`src/rtl/booth_radix4_seq_mul_if.sv`:
```
// Handshake and operand/result bundle for the radix-4 Booth sequential multiplier.
interface booth_radix4_seq_mul_if #(
  parameter int unsigned N = 8
) ();
  logic           start;
  logic           signed_mode;
  logic [N-1:0]   M;
  logic [N-1:0]   Q;
  logic           busy;
  logic           done;
  logic [2*N-1:0] Prod;

  modport master (output start, signed_mode, M, Q, input busy, done, Prod);
  modport slave  (input start, signed_mode, M, Q, output busy, done, Prod);
endinterface

```
`src/rtl/booth_radix4_seq_mul.sv`:
```
// Sequential radix-4 (modified Booth) multiplier, signed or unsigned per operation,
// retiring two multiplier bits per clock behind a start/busy/done handshake.
module booth_radix4_seq_mul #(
  parameter int unsigned N = 8
) (
  input  logic                  clk,
  input  logic                  rst,
  booth_radix4_seq_mul_if.slave bus
);

  localparam int unsigned W     = N + 2;
  localparam int unsigned A     = W + 1;
  localparam int unsigned STEPS = W / 2;
  localparam int unsigned CW    = $clog2(STEPS + 1);

  typedef enum logic [1:0] {IDLE, RUN, DONE} state_t;

  state_t        state;
  logic [A-1:0]  acc;
  logic [A-1:0]  mcand;
  logic [W-1:0]  qr;
  logic          q_m1;
  logic [CW-1:0] cnt;

  logic [A-1:0]  pp_c;
  logic [A-1:0]  sum_c;

  // Booth recoding of {Q[1], Q[0], q_-1} into 0, +-M, +-2M and accumulate.
  always_comb begin
    pp_c = '0;
    case ({qr[1:0], q_m1})
      3'b001, 3'b010: pp_c = mcand;
      3'b011:         pp_c = mcand << 1;
      3'b100:         pp_c = -(mcand << 1);
      3'b101, 3'b110: pp_c = -mcand;
      default:        pp_c = '0;
    endcase
    sum_c = acc + pp_c;
  end

  always_ff @(posedge clk) begin
    if (rst) begin
      state    <= IDLE;
      acc      <= '0;
      mcand    <= '0;
      qr       <= '0;
      q_m1     <= 1'b0;
      cnt      <= '0;
      bus.busy <= 1'b0;
      bus.done <= 1'b0;
      bus.Prod <= '0;
    end else begin
      case (state)
        IDLE: begin
          bus.done <= 1'b0;
          if (bus.start) begin
            // Extension to W bits keeps full-range unsigned operands correct.
            mcand    <= bus.signed_mode ? {{3{bus.M[N-1]}}, bus.M} : {3'b000, bus.M};
            qr       <= bus.signed_mode ? {{2{bus.Q[N-1]}}, bus.Q} : {2'b00, bus.Q};
            acc      <= '0;
            q_m1     <= 1'b0;
            cnt      <= CW'(STEPS);
            bus.busy <= 1'b1;
            state    <= RUN;
          end
        end
        RUN: begin
          acc  <= {{2{sum_c[A-1]}}, sum_c[A-1:2]};
          qr   <= {sum_c[1:0], qr[W-1:2]};
          q_m1 <= qr[1];
          cnt  <= cnt - CW'(1);
          if (cnt == CW'(1)) begin
            // Low 2N bits of the shifted {acc, qr}.
            bus.Prod <= {sum_c[N-1:0], qr[W-1:2]};
            bus.done <= 1'b1;
            state    <= DONE;
          end
        end
        DONE: begin
          bus.done <= 1'b0;
          bus.busy <= 1'b0;
          state    <= IDLE;
        end
        default: begin
          bus.done <= 1'b0;
          bus.busy <= 1'b0;
          state    <= IDLE;
        end
      endcase
    end
  end

endmodule

```
`src/flat_wrapper.sv`:
```
// flat-port wrapper written by rule: the top's interface ports become plain ports
module booth_radix4_seq_mul_flat 
#(
  parameter int unsigned N = 8
)
  (clk, rst, bus_start, bus_signed_mode, bus_M, bus_Q, bus_busy, bus_done, bus_Prod);
  booth_radix4_seq_mul_if #(.N(N)) bus_i ();
  input  logic clk;
  input  logic rst;
  input wire logic [$bits(bus_i.start)-1:0] bus_start;
  input wire logic [$bits(bus_i.signed_mode)-1:0] bus_signed_mode;
  input wire logic [$bits(bus_i.M)-1:0] bus_M;
  input wire logic [$bits(bus_i.Q)-1:0] bus_Q;
  output wire logic [$bits(bus_i.busy)-1:0] bus_busy;
  output wire logic [$bits(bus_i.done)-1:0] bus_done;
  output wire logic [$bits(bus_i.Prod)-1:0] bus_Prod;
  assign bus_i.start = bus_start;
  assign bus_i.signed_mode = bus_signed_mode;
  assign bus_i.M = bus_M;
  assign bus_i.Q = bus_Q;
  assign bus_busy = bus_i.busy;
  assign bus_done = bus_i.done;
  assign bus_Prod = bus_i.Prod;
  booth_radix4_seq_mul #(.N(N)) u_core (.clk(clk), .rst(rst), .bus(bus_i));
endmodule
```
`config.mk`:
```
export PLATFORM = sky130hd
export DESIGN_NAME = booth_radix4_seq_mul_flat
export DESIGN_NICKNAME = d
export VERILOG_FILES = /design/src/rtl/booth_radix4_seq_mul_if.sv /design/src/rtl/booth_radix4_seq_mul.sv /design/src/flat_wrapper.sv
export SDC_FILE = /design/constraint.sdc
export NUM_CORES = 1
export LEC_CHECK = 0
export ABC_CLOCK_PERIOD_IN_PS = 8300
export CORE_UTILIZATION = 60
export DETAILED_ROUTE_END_ITERATION = 7
export PLACE_DENSITY = 0.87
export SYNTH_ARGS = -nofsm -noshare
export SYNTH_HDL_FRONTEND = slang
export SYNTH_SLANG_ARGS = --single-unit
export TNS_END_PERCENT = 50
```
`constraint.sdc`:
```
create_clock -name clk -period 8.3 [get_ports clk]
set_clock_uncertainty 0.2 [all_clocks]
set_input_delay 0.83 -clock clk [delete_from_list [all_inputs] [get_ports clk]]
set_output_delay 0.83 -clock clk [all_outputs]
set_load 0.005 [all_outputs]
```
Yosys cells after proc, flatten, opt, wreduce, memory -nomap -nowiden
Cells that the tools add are included.
W data, S select, Z words.
{"block": "word_totals", "elab_cells": 50, "input_bits": 20, "output_inout_bits": 18, "register_bits": 56}
{"block": "classes", "eq_ne": 10, "addsub": 4, "n_bitwise": 1, "n_mux": 16, "reduce_logical": 10}
{"op": "$pmux W11 S4", "n": 1}
{"op": "$mux W11", "n": 2}
{"op": "$neg A11 Y11", "n": 2}
{"op": "$pmux W11 S2", "n": 1}
{"op": "$mux W10", "n": 2}
{"op": "$pmux W10 S2", "n": 1}
{"op": "$add A11 B11 Y11", "n": 1}
{"op": "$reduce_and A2 Y1", "n": 5}
{"op": "$eq A3 B3 Y1 const B", "n": 3}
{"op": "$eq A3 B1 Y1 const B", "n": 2}
{"op": "$eq A3 B2 Y1 const B", "n": 2}
{"op": "$pmux W3 S2", "n": 1}
{"op": "$reduce_or A2 Y1", "n": 3}
{"op": "$mux W2", "n": 2}
{"op": "$pmux W1 S2", "n": 2}
{"op": "$pmux W2 S2", "n": 1}
{"op": "$mux W3", "n": 1}
{"op": "$sub A3 B1 Y3 const B", "n": 1}
{"op": "$eq A2 B1 Y1 const B", "n": 1}
{"op": "$logic_not A2 Y1", "n": 1}
{"op": "$mux W1", "n": 2}
{"op": "$ne A2 B1 Y1 const B", "n": 1}
{"op": "$ne A2 B2 Y1 const B", "n": 1}
{"op": "$reduce_bool A2 Y1", "n": 1}
{"op": "$not A1 Y1", "n": 1}

Longest topological paths before layout
Gate-level depths: netlist (run 1).
{"block": "depth", "ltp_word": 5, "depth_mapped": 15, "ltp_nobuf": 15}

Worst setup path after synthesis (run 1)
Ideal clock, no wire load.
{"block": "synth_timing", "path_kind": "register to register", "startpoint": "reg u_core.mcand[1]", "endpoint": "reg u_core.acc[9]", "setup_time_ns": 0.114, "arrival_time_ns": 3.316, "stages_incl_launch_ff": 16, "slack_ns": 4.670, "synth_period_minus_slack_ns": 3.630, "path_buffers": 0, "required_time_ns": 7.986, "path_cell_list": "dfxtp_1 -> inv_1 -> ha_1 -> or4b_2 -> nor2_1 -> xnor2_1 -> mux2i_1 -> mux4_2 -> inv_1 -> ha_1 -> a2111oi_0 -> a21oi_1 -> o31a_1 -> xnor2_1 -> a21o_1 -> a21o_1"}
{"block": "synth_between", "elab_chain_len": 4, "elab_cells_between_ends": 5, "cone_classes": "add/sub (3); mux (2)"}
{"element": "start: declaration", "line_no": "booth_radix4_seq_mul.sv:20", "rtl": "logic [A-1:0] mcand;"}
{"element": "start signal: assignment", "line_no": "booth_radix4_seq_mul.sv:58", "rtl": "mcand <= bus.signed_mode ? {{3{bus.M[N-1]}}, bus.M} : {3'b000, bus.M};"}
{"element": "$neg A11 Y11, on equally long branches", "line_no": "booth_radix4_seq_mul.sv:35, booth_radix4_seq_mul.sv:34"}
{"element": "$pmux W11 S4 (*)", "line_no": "booth_radix4_seq_mul.sv:31", "rtl": "case ({qr[1:0], q_m1})"}
{"element": "$add A11 B11 Y11 (*)", "line_no": "booth_radix4_seq_mul.sv:38", "rtl": "sum_c = acc + pp_c;"}
{"element": "$pmux W11 S2 (*)", "line_no": "booth_radix4_seq_mul.sv:53", "rtl": "case (state)"}
{"element": "end signal: assignment", "line_no": "booth_radix4_seq_mul.sv:68", "rtl": "acc <= {{2{sum_c[A-1]}}, sum_c[A-1:2]};"}
{"element": "end: declaration", "line_no": "booth_radix4_seq_mul.sv:19", "rtl": "logic [A-1:0] acc;"}
Every way passes the cells marked *; elsewhere a longest branch is shown, timed or not.
A chain may end at the register's enable or synchronous reset.

Worst setup path in the final report (run 1)
{"block": "layout_timing", "startpoint": "reg u_core.mcand[0]", "endpoint": "reg u_core.acc[9]"}
The elaborated chain is that of the path after synthesis.

==> run metrics, run 1 <==
status finished, final reports clean; fin crit share 47.7%; Primary FF master, synth dfxtp_1; gpl congestion 0.895; root buf cell clkbuf_8; DR pass1 iterations 5; pre-CTS WS 4.37 ns; Seq pwr share 50.1%; critical path's top delay family compound AO/OA/AOI/OAI gates; Max VDD drop 0.105 mV; Layout Nets 446; Netlist cell types 51; fillers 387; DRC violations left 0; Req. time, crit path 8.31 ns; Critical Path AT 3.97 ns; FF+latch count, synth 52; syn avg cell area 7.67 sq um; Final Hold Fails 0; Post-DP HPWL 5.06 mm; via count 2793; routed vias/inst 5.82; Total Power 563 uW; clock share of power 27.4%; global-route wire length before repair 11.3 mm; routed len/inst 14.3 um; height of the die 72.7 um; initial core utilization 63.1%; Post-CTS Setup Bufs 0; Final Core Density 72.0%; largest family of logic cells by synthesized area simple AND/OR/NAND/NOR gates; Max-slew headroom 18.1%; Area Growth Syn to Fin 14.2%; CTS Hold Bufs 0; Yosys warnings 0; Synth Area in XOR/XNOR 4.38%; Switching Share 32.5%; CTS tree yes; grt ovf 0; later-pin clock latency in the skew report 0.31 ns; CP startpoint kind flip-flop; total track usage 27.3%; Die X 72.7 um; Post-Syn Instances 391; post-synthesis mux area share 2.09%; adder-cell share of the synthesized area 6.09%; most frequent cells in the layout nand2_1, dfxtp_1, a21oi_1, nor2_1, clkdlybuf4s50_1; RSZ-0062 raised after global routing false; # setup viols final 0; placed cells 472; worst slew pin tran 1.22 ns; die area 0.00528 sq mm; Antenna Nets Post-Route 0; FF-to-FF End u_core.acc[9]; crit-path max cell delay 0.66 ns; Placeable Area 0.00475 sq mm; Slowest-stage cell, CP or4b_2; # IOs 38; leak pwr 1.35 nW; clock sink count 52; initial antenna violation count 0; Total Routed Length 6.88 mm; asr flop ratio synth 0%; FMAX 253 MHz; crit path kind reg -> reg; CP Capture Type flip-flop; NetSw 183 uW; combinational power share 22.5%; fin crit period 3.96 ns; final worst setup slack 4.34 ns; Max-Cap Viols 0; Seq/Total Area, Yosys 34.7%; count of final max-slew check failures 0; Hold Path Class reg -> reg; most common cell after layout, fill and taps aside nand2_1; compound-cell area share of the yosys netlist 21.4%; dominant cell type by area after synthesis dfxtp_1; Synth Net Count 425; Fin Setup TNS 0 ns; R2R Setup Slk 4.34 ns; Critical Path Sink u_core.acc[9]; vias in the first global route 2498; Longest Clk Path Bufs 2; EDFF count, synth 0; post-cts sizing count 0; crit path cell chain inv_1 -> ha_1 -> or4b_2 -> nor2_1 -> xnor2_1 -> mux2i_1 -> mux4_2 -> inv_1 -> ha_1 -> a2111oi_0 -> a21oi_1 -> o31a_1 -> xnor2_1 -> a21o_1 -> a21o_1; Worst-path clk slew 0.10 ns; CTS buffer count 5; Post-Layout Cell Count 480; Worst Path Max Fanout 7; port buffer count 37; largest net degree at the start of global routing 49; R2R Path Start u_core.mcand[0]; start point of the critical path u_core.mcand[0]; cell area after synthesis 0.00300 sq mm; internal power 380 uW; Power Density 164 mW/mm^2; top-area cell type share of the netlist area 34.7%; Critical Path Stages 15; row count 25; CP bufs+invs 2; H-tree depth 2; Starting DRT DRC Count 168; share of cells above drive strength 1 4.12%; synth top area cells dfxtp_1, nand2_1, a21oi_1, ha_1, nor2_1; diode count 0; R2R cell count 15; Synth Area in Simple Gates 25.2%
==> worst min path at each step <==
stage,from,end,slack (ns),depth (start not counted)
3_3_place_gp,u_core.bus.Prod[12],u_core.bus.Prod[12],0.24,2
6_report,u_core.bus.Prod[8],u_core.bus.Prod[8],0.26,2
5_1_grt,u_core.bus.Prod[5],u_core.bus.Prod[5],0.28,2
4_1_cts,u_core.bus.Prod[3],u_core.bus.Prod[3],0.26,2
2_1_floorplan,u_core.cnt[1],u_core.cnt[1],0.23,2
3_5_place_dp,u_core.bus.Prod[3],u_core.bus.Prod[3],0.25,2
==> tightest hold or removal path, cell delays in order, from the launching register on <==
cell and delay (ns):
dfxtp_1 0.32, nand2_1 0.05, a21oi_1 0.05
==> layer usage <==
layer | global-route usage [%] | wire length [um] | part of all wire [%] | vias to the layer above
met1 | 36.1 | 3100 | 45 | 1296
li1 | - | - | - | 1393
met2 | 46.6 | 3360 | 49 | 96
met4 | 6.97 | 76 | 1.1 | 0
met3 | 4.14 | 342 | 5.0 | 8
met5 | 0 | 0 | 0 | -
==> power by group through the flow <==
stage	sequential, mW	clock, mW	combinational [mW]
finish	0.282	0.154	0.126
global route	0.284	0.167	0.141
CTS	0.282	0.159	0.126
detailed placement	0.287	0	0.125
global placement	0.287	0	0.121
floorplan	0.277	0	0.102
==> registers in the layout (all words and copies together), names as in the netlist <==
signal / count
u_core.bus.done: 1
u_core.cnt: 3
u_core.q_m1: 1
u_core.qr: 10
u_core.state: 2
u_core.mcand: 9
u_core.bus.busy: 1
u_core.acc: 9
u_core.bus.Prod: 16
==> cell families after synthesis <==
group / count (synthesis)
xor gates and xnor gates: 15
buffers and inverters: 38
DFF: 52
muxes: 5
adders and majority gates: 14
and+or+nand+nor: 166
AOI/OAI and AO/OA: 101
==> cell type report <==
class / count / area, sq um / area share (%)
Multi-Input combinational cell: 301 / 1770 / 51.8
Clock inverter: 3 / 27.5 / 0.804
Clock buffer: 5 / 68.8 / 2.01
Sequential cell: 52 / 1040 / 30.4
Tap cell: 67 / 83.8 / 2.45
Inverter: 14 / 52.6 / 1.53
Timing Repair Buffer: 38 / 378 / 11.0
==> stage by stage <==
step	hold slack, ns	instance area (sq um)
floorplan	0.225	3000
global placement	0.242	3330
detailed placement	0.247	3330
CTS	0.263	3420
global route	0.285	3420
finish	0.260	3420
==> Yosys cell counts (2+ instances only) <==
cell	count
a211o_1	2
a211oi_1	4
a21o_1	5
a21oi_1	39
a221o_1	2
a22o_1	5
a22oi_1	6
a311oi_1	6
a31oi_1	2
and3_1	3
buf_6	2
clkbuf_1	17
clkbuf_8	2
dfxtp_1	52
ha_1	13
inv_1	14
mux2i_1	4
nand2_1	78
nand2b_1	9
nand3_1	9
nand3b_1	3
nand4b_1	2
nor2_1	38
nor2b_1	7
nor3_1	6
o211ai_1	3
o21ai_0	19
or3_2	2
or4_1	2
xnor2_1	8
xor2_1	7
No activity file was read; power rests on OpenSTA's default activity.
==> run 2: changes to the inputs <==
ABC_CLOCK_PERIOD_IN_PS = 3300   (was 8300)
CORE_UTILIZATION = 50   (was 60)
PLACE_DENSITY = 0.78   (was 0.87)
clock period = 3.3 ns   (was 8.3 ns; I/O delays follow)
==> run 2 against run 1 <==
Net effect: the run now ends with negative setup slack left; combinational power grew to 3.4 times the previous value; first-iteration DRC count shrank 1.8%; count of clock-buffer cells in the layout grew 1; critical path depth grew 1; clock power grew to 3.1 times the previous value; worst setup slack lost 4.5 ns; sequential cell count is the same; global-route usage shrank 1.7 points; power grew to 2.8 times the previous value; die area grew 19%; non-clock buffer count grew 31; critical path type unchanged; largest cell class unchanged.
==> run metrics, run 2 (synthesis gave the netlist of run 1 again) <==
status finished, violations left; failing checks negative setup slack; Slowest-stage cell, CP or4b_4; total track usage 25.6% (-1.7 points); root buf cell clkbuf_8; Hold Path Class reg -> reg; initial core utilization 53.1% (-9.9 points); gpl congestion 0.943 (+5.5%); RSZ-0062 raised after global routing true; routed len/inst 15.0 um (+4.3%); height of the die 79.4 um (+9.3%); fin crit period 3.42 ns (-0.537 ns); Hold WS 0.259 ns (-0.00108 ns); FMAX 292 MHz (+16%); H-tree depth 2 (unchanged); initial antenna violation count 0 (unchanged); fin crit share 104% (+56 points); Post-Layout Cell Count 516 (+7.5%); Starting DRT DRC Count 165 (-1.8%); Critical Path AT 3.43 ns (-0.54 ns); DRC violations left 0 (unchanged); most frequent cells in the layout nand2_1, dfxtp_1, clkdlybuf4s50_1, nor2_1, a21oi_1; pre-CTS WS -0.164 ns (-4.53 ns); Antenna Nets Post-Route 0 (unchanged); Final Core Density 67.6% (-4.4 points); Worst Hold Depth 2 (unchanged); diode count 0 (unchanged); Placeable Area 0.00564 sq mm (+19%); grt ovf 0 (unchanged); Area Growth Syn to Fin 27.3%; Final Hold Fails 0 (unchanged); Max-slew headroom 53.9% (+36 points); crit path kind reg -> reg; Die X 79.4 um (+9.3%); worst slew pin tran 0.689 ns (-0.535 ns); die area 0.00631 sq mm (+19%); # setup viols final 1 (+1); Top Registers u_core.bus.Prod x16, u_core.qr x10; # IOs 38 (unchanged); Total Routed Length 7.72 mm (+12%); most common cell after layout, fill and taps aside nand2_1; later-pin clock latency in the skew report 0.31 ns (about the same); leak pwr 1.54 nW (+14%); final worst setup slack -0.123 ns (-4.46 ns); fillers 481 (+24%); Critical Path Stages 16 (+1); port buffer count 37 (unchanged); vias in the first global route 2769 (+11%); Max-Cap Viols 0 (unchanged); Max VDD drop 0.288 mV (+170%); Largest Register u_core.bus.Prod; largest net degree at the start of global routing 35 (-29%); R2R cell count 16 (+1); share of cells above drive strength 1 15.1% (+11 points); Layout Nets 477 (+7.0%); Power Density 419 mW/mm^2 (+150%); critical path's top delay family compound AO/OA/AOI/OAI gates; CTS buffer count 5 (unchanged); CTS tree yes; CP Capture Type flip-flop; row count 27 (+8.0%); placed cells 504 (+6.8%); Worst-path clk slew 0.10 ns (about the same); global-route wire length before repair 12.8 mm (+13%); Req. time, crit path 3.31 ns (-5.00 ns); CP startpoint kind flip-flop; Longest Clk Path Bufs 2 (unchanged); crit-path max cell delay 0.50 ns (-0.16 ns); max reg flops 16 (unchanged); CP bufs+invs 3 (+1); crit path cell chain buf_6 -> inv_4 -> ha_4 -> or4b_4 -> nor2_4 -> xnor2_2 -> mux2i_1 -> mux4_2 -> inv_2 -> ha_4 -> a2111oi_4 -> a21oi_1 -> o31a_1 -> xnor2_1 -> a21o_1 -> a21o_1; count of final max-slew check failures 0 (unchanged); clock sink count 52 (unchanged); via count 2923 (+4.7%); Post-DP HPWL 5.50 mm (+8.7%); DR pass1 iterations 4 (-1); routed vias/inst 5.66 (-2.6%); Worst Path Max Fanout 5 (-2)
run 2: cell types whose count changed in the layout (fill, tap and decap cells not counted), sizes merged:
cell / before / now
bufinv: 0 / 1
inv: 15 / 14
buf: 1 / 32
clkinvlp: 1 / 0
clkbuf: 5 / 6
run 2: per-stage QoR:
stage | instance area [sq um] | setup TNS [ns] | power, mW
global placement | 3600 | -0.0712 | 1.09
global route | 3820 | -0.521 | 1.67
CTS | 3770 | -0.106 | 1.59
finish | 3820 | -0.123 | 1.60
floorplan | 3050 | 0 | 0.968
detailed placement | 3600 | -0.174 | 1.11
run 2: report_power, final:
| part | internal [mW] | switching [mW] | leakage [nW] |
|---|---|---|---|
| Combinational | 0.205 | 0.227 | 1.06 |
| Sequential | 0.662 | 0.0338 | 0.425 |
| Clock | 0.248 | 0.222 | 0.0614 |
| Total | 1.11 | 0.482 | 1.54 |
run 2: final timing paths:
check	start	endpoint	slack, ns
hold / removal	u_core.bus.Prod[8]	u_core.bus.Prod[8]	0.26
hold reg to reg	u_core.bus.Prod[8]	u_core.bus.Prod[8]	0.26
setup / recovery	u_core.mcand[1]	u_core.acc[9]	-0.12
setup reg to reg	u_core.mcand[1]	u_core.acc[9]	-0.12
run 2: layout make-up:
class                   instances  area (sq um)  area share, %
clock inverters                 2          38.8           1.02
multi-input cells             301          1870           49.1
clock buffers                   6          82.6           2.16
repair buffers                 69           631           16.5
flip-flops and latches         52          1040           27.4
well taps                      72          90.1           2.36
inverters                      14          55.1           1.44
run 2: timing repair:
action,4_1_cts,5_1_grt
resized for setup,6,12
setup buffers,2,2
cloned,0,0
hold buffers,0,0
endpoints found under the hold margin,0,0
endpoints found under the setup margin,3,9
pin swaps,5,3
run 2: worst register-to-register path, stage by stage, from the launching register on:
cell,delay (ns)
dfxtp_2,0.35
buf_6,0.12
inv_4,0.05
ha_4,0.12
or4b_4,0.50
nor2_4,0.13
xnor2_2,0.13
mux2i_1,0.10
mux4_2,0.47
inv_2,0.09
ha_4,0.22
a2111oi_4,0.19
a21oi_1,0.08
o31a_1,0.12
xnor2_1,0.15
a21o_1,0.17
a21o_1,0.14
run 2: metal layers:
layer / vias to the layer above / routed length, um / global-route usage [%] / share of wire (%)
met1: 1371 / 3440 / 33.3 / 45
met4: 0 / 120 / 8.55 / 1.6
met5: - / 0 / 0 / 0
met2: 81 / 3780 / 43.3 / 49
met3: 13 / 372 / 3.66 / 4.8
li1: 1458 / - / - / -
==> run 3: changes to the inputs <==
GPL_TIMING_DRIVEN = 0   (was default)
==> run 3 against run 2 <==
Net effect: critical path depth fell by 3; combinational power fell by 6.0%; count of clock-buffer cells in the layout is 1 lower; critical path type unchanged; power down 2.0%; hold slack improved by 0.0021 ns; largest cell class unchanged; final area decreased by 2.8%; first-iteration DRC count increased by 32%; core utilization is 1.9 points lower; the run still ends with negative setup slack left; final cell count decreased by 0.58%; maximum frequency is 1.7% higher; register-to-register slack gained 0.06 ns; non-clock buffer count fell by 3.
==> run metrics, run 3 (synthesis gave the netlist of run 1 again) <==
fin crit period 3.37 ns (-0.0562 ns); vias in the first global route 2704 (-2.3%); gpl congestion 0.901 (-4.5%); met3 usage 5.60% (+1.9 points); Max-slew headroom 58.3% (+4.4 points); Final Hold Fails 0 (unchanged); worst-case hold path end point u_core.bus.Prod[8]; R2R Setup Slk -0.07 ns (+0.06 ns); R2R cell count 13 (-3); Post-DP Area 0.00351 sq mm (-2.5%); status finished, violations left; Worst-path clk slew 0.10 ns (about the same); Longest Clk Path Bufs 2 (unchanged); fin crit share 102% (-1.7 points); Worst Path Max Fanout 4 (-1); H-tree depth 2 (unchanged); later-pin clock latency in the skew report 0.32 ns (about the same); total track usage 25.6% (about the same); worst slew pin tran 0.626 ns (-0.0634 ns); Area Growth Syn to Fin 23.8%; grt ovf 0 (unchanged); via count 2920 (-0.10%); CTS buffer count 5 (unchanged); crit path kind reg -> reg; Top Registers u_core.bus.Prod x16, u_core.qr x10; row count 27 (unchanged); diode count 0 (unchanged); Max-Cap Viols 0 (unchanged); failing checks negative setup slack; Critical Path AT 3.39 ns (-0.04 ns); global-route wire length before repair 12.7 mm (-0.21%); hold_sp u_core.bus.Prod[8]; CP startpoint kind flip-flop; busiest grt layer met2; Final Core Density 65.8% (-1.9 points); # IOs 38 (unchanged); leak pwr 1.46 nW (-5.6%); Die X 79.4 um (unchanged); die area 0.00631 sq mm (unchanged); most common cell after layout, fill and taps aside nand2_1; routed vias/inst 5.69 (+0.48%); Max VDD drop 0.267 mV (-7.3%); initial antenna violation count 0 (unchanged); Largest Register u_core.bus.Prod; FMAX 297 MHz (+1.7%); GR Util met1 32.4% (-0.88 points); CTS Hold Bufs 0 (unchanged); initial core utilization 53.1% (unchanged); Req. time, crit path 3.32 ns (about the same); CP Capture Type flip-flop; Post-DP HPWL 5.64 mm (+2.6%); final worst setup slack -0.0664 ns (+0.0562 ns); Power Density 422 mW/mm^2 (+0.75%); largest net degree at the start of global routing 18 (-49%); Total Routed Length 7.82 mm (+1.3%); clock sink count 52 (unchanged); DR pass1 iterations 4 (unchanged); routed len/inst 15.2 um (+1.9%); DRC violations left 0 (unchanged); Hold Path Class reg -> reg; RSZ-0062 raised after global routing true; share of cells above drive strength 1 10.2% (-4.9 points); Placeable Area 0.00564 sq mm (unchanged); GR Util met2 43.0% (-0.34 points); Worst Hold Depth 2 (unchanged); Starting DRT DRC Count 218 (+32%); port buffer count 37 (unchanged); R2R Path Start u_core.mcand[0]; most frequent cells in the layout nand2_1, dfxtp_1, a21oi_1, nor2_1, clkdlybuf4s50_1; design area 0.00371 sq mm (-2.8%); Antenna Nets Post-Route 0 (unchanged); max reg flops 16 (unchanged); count of final max-slew check failures 0 (unchanged); # setup viols final 2 (+1); CTS tree yes; Layout Nets 474 (-0.63%); root buf cell clkbuf_8; height of the die 79.4 um (unchanged); Hold WS 0.261 ns (+0.00211 ns); FF-to-FF End u_core.acc[9]
## run 3: cell types whose count changed in the layout (fill, tap and decap cells not counted), sizes merged
cell	previous run	this run
clkbuf	6	25
buf	32	9
inv	14	15
## run 3: per-stage QoR
stage / std cells / worst slack [ns] / TNS (ns) / total power [mW]
2_1_floorplan: 391 / 0.0108 / 0 / 0.968
6_report: 513 / -0.0664 / -0.0951 / 1.56
3_3_place_gp: 500 / -0.151 / -0.176 / 1.07
4_1_cts: 513 / -0.0836 / -0.116 / 1.56
3_5_place_dp: 500 / -0.189 / -0.222 / 1.08
5_1_grt: 513 / -0.180 / -0.453 / 1.64
## run 3: repair_timing
action                                  4_1_cts  5_1_grt
setup buffers                                 5        0
endpoints found under the setup margin        2        7
pin swaps                                     6        3
resized for setup                             8        7
## run 3: worst max-delay path: stages, from the launching register on
cell and delay, ns:
dfxtp_4 0.37, or4_4 0.55, o41a_1 0.33, nor2_2 0.13, mux2i_1 0.10, mux4_2 0.48
inv_2 0.08, ha_4 0.20, a2111oi_4 0.18, a21oi_1 0.07, o31a_1 0.12, xnor2_1 0.14
a21o_1 0.17, a21o_1 0.14
## run 3: where the power goes
| group | total, mW | switching (mW) | leakage (nW) | internal, mW |
|---|---|---|---|---|
| Sequential | 0.692 | 0.0306 | 0.426 | 0.661 |
| Clock | 0.468 | 0.238 | 0.0600 | 0.230 |
| Combinational | 0.405 | 0.228 | 0.972 | 0.177 |
## run 3: how the worst max path moves through the flow
stage                     from  cells after the start             to
3_5_place_dp   u_core.mcand[2]                     13  u_core.acc[9]
6_report       u_core.mcand[0]                     13  u_core.acc[9]
3_3_place_gp   u_core.mcand[2]                     13  u_core.acc[9]
4_1_cts        u_core.mcand[0]                     13  u_core.acc[9]
5_1_grt        u_core.mcand[0]                     12  u_core.acc[9]
2_1_floorplan  u_core.mcand[1]                     13  u_core.acc[9]
## run 3: final cells by class
type | instances | area, sq um
Clock inverter | 3 | 46.3
Inverter | 14 | 52.6
Clock buffer | 5 | 68.8
Multi-Input combinational cell | 301 | 1860
Sequential cell | 52 | 1050
Tap cell | 72 | 90.1
Buffer | 24 | 131
Timing Repair Buffer | 42 | 408
Fill cell | 492 | 1930
## run 3: metal layers
layer  share of wire (%)  vias up
met3                 6.3       16
li1                    -     1458
met1                  45     1355
met4                 1.8        0
met2                  47       91
met5                   0        -
